===== config.mk =====
export PLATFORM = sky130hd
export DESIGN_NAME = pulse_train_generator
export DESIGN_NICKNAME = d
export VERILOG_FILES = /design/src/rtl/pulse_train_generator.sv
export SDC_FILE = /design/constraint.sdc
export NUM_CORES = 1
export LEC_CHECK = 0
export CAP_MARGIN = 20
export CORE_AREA = 2 2 59 61
export DETAILED_ROUTE_END_ITERATION = 8
export DIE_AREA = 0 0 61 63
export DONT_BUFFER_PORTS = 1
export PLACE_DENSITY = 0.76
export SYNTH_ARGS = -nofsm -noshare
export SYNTH_HDL_FRONTEND = slang
export SYNTH_SLANG_ARGS = --single-unit

===== constraint.sdc =====
create_clock -name clk -period 3.4 [get_ports clk]
set_input_delay 0.68 -clock clk [delete_from_list [all_inputs] [get_ports clk]]
set_output_delay 0.68 -clock clk [all_outputs]
set_load 0.02 [all_outputs]

===== src/rtl/pulse_train_generator.sv =====
// pulse_train_generator: emits exactly n_reg rising edges per window of
// GATE_CYCLES clocks. A Bresenham-style accumulator adds 2*n_reg per clock
// and toggles pulse_out on every wrap past GATE_CYCLES, so the 2*n_reg
// toggles are spread as evenly as the clock allows. The requested N is
// captured only at window boundaries, so each window's count is exact.
module pulse_train_generator #(
  parameter int GATE_CYCLES = 1000,
  parameter int CNT_W       = 10,
  parameter int ACC_W       = 11
) (
  input  logic       clk,
  input  logic       reset,
  input  logic       en,
  input  logic [7:0] N,
  output logic       pulse_out,
  output logic       win_start,
  output logic       busy,
  output logic [7:0] n_active
);

  typedef enum logic {IDLE, RUN} state_t;

  localparam logic [CNT_W-1:0] LAST_CNT = CNT_W'(GATE_CYCLES - 1);
  localparam logic [ACC_W-1:0] GATE_ACC = ACC_W'(GATE_CYCLES);

  state_t           state_q, state_d;
  logic [CNT_W-1:0] win_cnt_q, win_cnt_d;
  logic [ACC_W-1:0] acc_q, acc_d;
  logic [7:0]       n_reg_q, n_reg_d;
  logic             pulse_q, pulse_d;
  logic             win_start_q, win_start_d;
  logic [ACC_W-1:0] sum;

  // Next-state logic: window sequencing, accumulator step and N capture.
  always_comb begin
    state_d     = state_q;
    win_cnt_d   = win_cnt_q;
    acc_d       = acc_q;
    n_reg_d     = n_reg_q;
    pulse_d     = pulse_q;
    win_start_d = 1'b0;
    // ACC_W is sized so acc (< GATE_CYCLES) plus 2*255 never overflows.
    sum         = acc_q + ACC_W'({n_reg_q, 1'b0});

    case (state_q)
      IDLE: begin
        pulse_d = 1'b0;
        if (en) begin
          state_d     = RUN;
          n_reg_d     = N;
          win_cnt_d   = '0;
          acc_d       = '0;
          win_start_d = 1'b1;
        end
      end

      RUN: begin
        if (sum >= GATE_ACC) begin
          acc_d   = sum - GATE_ACC;
          pulse_d = ~pulse_q;
        end else begin
          acc_d = sum;
        end

        if (win_cnt_q == LAST_CNT) begin
          // The last accumulation of a window always returns acc to 0 and
          // pulse_out low, so the next window can start with no gap cycle.
          win_cnt_d = '0;
          if (en) begin
            n_reg_d     = N;
            win_start_d = 1'b1;
          end else begin
            state_d = IDLE;
          end
        end else begin
          win_cnt_d = win_cnt_q + CNT_W'(1);
        end
      end

      default: state_d = IDLE;
    endcase
  end

  // State and datapath registers; reset aborts any window in progress.
  always_ff @(posedge clk or negedge reset) begin
    if (!reset) begin
      state_q     <= IDLE;
      win_cnt_q   <= '0;
      acc_q       <= '0;
      n_reg_q     <= '0;
      pulse_q     <= 1'b0;
      win_start_q <= 1'b0;
    end else begin
      state_q     <= state_d;
      win_cnt_q   <= win_cnt_d;
      acc_q       <= acc_d;
      n_reg_q     <= n_reg_d;
      pulse_q     <= pulse_d;
      win_start_q <= win_start_d;
    end
  end

  assign pulse_out = pulse_q;
  assign win_start = win_start_q;
  assign busy      = (state_q == RUN);
  assign n_active  = n_reg_q;

endmodule

==> flow_summary.toml <==
[worst_setup_path]
cp_cell_sequence = "ha_1 -> fa_1 -> a21o_1 -> a221oi_1 -> xnor2_1 -> and4_4 -> and4_4 -> nor2_1 -> a311o_1"
required_ps = 3630
cp_max_fo = 4
rr_worst_depth = 9
start_kind = "flop"
setup.worst_path.end_class = "flop"
critPathMaxStageDelay_ps = 480
worst-setup-path-type = "flop to flop"
cp_common_cell = "and4_4"
path_buf_inv = 0
cp.depth = 9
cp.arrival_ps = 3180
slowest_stage = "dfrtp_1"
crit_family = "compound AO/OA/AOI/OAI gates"

[clocking]
htree_levels = 2
cts.sinks = 31
cts_buffers = 5
hold_buffers = 2
clockRootBuffer = "clkbuf_4"
clk_latency_ps = 340
clkTransAtPathRegs_ps = 100
cts_buffer_depth = 2
post_cts_buffers = 0
ctsResizeCount = 0
cts_tree = "yes"

[global_routing]
track_usage_pct = 23.9
busiest_layer = "met2"
grtUsageMet2_pct = 35.1
grt_util_met3_pct = 5.38
grt_pass1_wl_um = 6810
first_global_vias = 1443
antenna_found_initial = 0
use_met1_pct = 33.6
grt_max_degree = 24
grt-ovfl-total = 0

[timing]
fmax_mhz = 339
setup-tns-final_ps = 0
finalHoldViolCount = 0
report.final.slew_viol_count = 0
holdWs_ps = 24.0
finalSetupViolCount = 0
worstMarginPinSlew_ps = 779
skew_ps = 3.90
finalCriticalPeriod_ps = 2950
finalCritPeriodShare_pct = 86.9
setup_ws_ps = 447
max_slew_margin_pct = 47.7
rsz0062_at_grt = "no"

[synthesis]
ys_top_cells_by_count = "dfrtp_1, nand2_1, nor2_1, ha_1, o21ai_1"
synth_most_common_cell = "dfrtp_1"
synthTopCellsByArea = "dfrtp_1, ha_1, mux2_1, nand2_1, nor2_1"
synth_edf_count = 0
ys_seq_area_share_pct = 40.3
syn-instance-count = 198
ys_ff_latch = 31
ys.flop_type = "dfrtp_1"
async_reset_ff_share_pct = 100
yosys.area.top_type = "dfrtp_1"
yosysWarnings = 0
synthDistinctLibCells = 50
netlist_area_sq_um = 1920
syn-num-nets = 220
yosysTopAreaCellShare_pct = 40.3
avgSynthCellArea_sq_um = 9.71

[finish]
fillers = 270
drive_above_1_share_pct = 8.70
antenna_cells = 0
final_area_sq_um = 2100
fin_nets = 228
multi_input_comb_area_sq_um = 1110
area_growth_pct = 9.04
register_area_sq_um = 776

[die]
io_pins = 22
dieWidth_um = 61
core_sq_um = 3230
rows = 21
dieArea_sq_um = 3840
die_h_um = 63
start_util_pct = 59.5

[pwr]
total_power_w = 0.000684
power.switching_w = 0.000140
switching_share_pct = 20.4
p_leak_nw = 1.02
p_int_w = 0.000545
clock_power_share_pct = 44.9
seq_power_share_pct = 53.8
peakVddDrop_uv = 180
p_comb_share_pct = 1.2
powerDensity_nw_per_um2 = 326

[worst_hold_path]
min_path_type = "input pin to async pin"

[outcome]
status = "finished, final reports clean"

[routing]
num_vias = 1604
first_pass_iters = 4
first_iter_violations = 90
drc = 0
antenna_left = 0
vias_per_cell = 6.34
drt_wl_total_um = 4120
wl_per_cell_um = 16.3

[run]
max-cap-violations = 0

[placement]
placed_cell_area_sq_um = 1980
io_buffers = 0
gp_congestion = 0.862
dp_slack_ps = 483
hpwl_um = 2890
## area by class of cell
| class | count | share of cell area (%) |
|---|---|---|
| repair buffers | 5 | 2.15 |
| multi-input cells | 157 | 52.9 |
| inverters | 6 | 1.07 |
| flip-flops and latches | 31 | 37.0 |
| well taps | 46 | 2.74 |
| clock inverters | 2 | 1.67 |
| clock buffers | 6 | 2.45 |
## logic make-up (layout without fill, tap and decap cells)
| family | Yosys count | count (layout) | synth area share [%] |
|---|---|---|---|
| muxes | 9 | 9 | 5.21 |
| buffers and inverters | 10 | 19 | 1.95 |
| DFF | 31 | 31 | 40.3 |
| xor gates and xnor gates | 7 | 7 | 3.97 |
| and+or+nand+nor | 75 | 75 | 20.2 |
| adders and majority gates | 11 | 11 | 7.55 |
| AOI/OAI and AO/OA | 55 | 55 | 20.8 |
## registers in the layout, indices dropped and copies added, names as in the netlist
name,cells
win_cnt_q,10
busy,1
n_active,8
win_start,1
pulse_out,1
acc_q,10
## power groups by stage
| stage | Sequential, W | Combinational [W] | Clock [W] |
|---|---|---|---|
| after floorplan | 0.000376 | 0.000000292 | 0 |
| after global placement | 0.000376 | 0.000000292 | 0 |
| after detailed placement | 0.000376 | 0.000000292 | 0 |
| after CTS | 0.000369 | 0.00000451 | 0.000317 |
| after global routing | 0.000369 | 0.0000100 | 0.000334 |
| final | 0.000368 | 0.00000852 | 0.000307 |
## per-layer routing
| layer | vias to the layer above | wire length (um) |
|---|---|---|
| met4 | 0 | 91 |
| li1 | 761 | - |
| met2 | 50 | 1910 |
| met1 | 783 | 1870 |
| met5 | - | 0 |
| met3 | 10 | 245 |
## layout by cell type (no fill, tap or decap), drive strengths merged, types with 5 or more instances in the layout
cell,instances
a21oi,8
and3,5
clkbuf,6
dfrtp,31
ha,10
inv,6
mux2,8
nand2,23
nand3,6
nand4,7
nor2,14
nor3,6
o21ai,18
xnor2,5
## stage by stage
stage | utilization [%] | cells
floorplan | - | 198
global placement | 61.3 | 242
detailed placement | 61.3 | 242
CTS | 64.6 | 252
global route | 64.9 | 253
finish | 64.9 | 253
## worst reg2reg max path, delay by kind of cell, from the launching register on
kind | cells | cell delay, ps
DFF | 1 | 480
AOI/OAI and AO/OA | 3 | 870
and+or+nand+nor | 3 | 600
adders and majority gates | 2 | 660
xor gates and xnor gates | 1 | 230
## path summary, 6_finish.rpt
| check | slack (ps) | endpoint | from |
|---|---|---|---|
| max in group asynchronous | 2130 | win_cnt_q[7]$_DFFE_PN0P_ | reset |
| min reg2reg | 510 | win_cnt_q[9]$_DFFE_PN0P_ | win_cnt_q[9]$_DFFE_PN0P_ |
| max | 450 | acc_q[5]$_DFFE_PN0P_ | n_active[0]$_DFFE_PN0P_ |
| max reg2reg | 450 | acc_q[5]$_DFFE_PN0P_ | n_active[0]$_DFFE_PN0P_ |
| min in group clk | 450 | busy$_DFF_PN0_ | en |
| min | 20 | n_active[2]$_DFFE_PN0P_ | reset |
(Power assumes the default switching activity.)
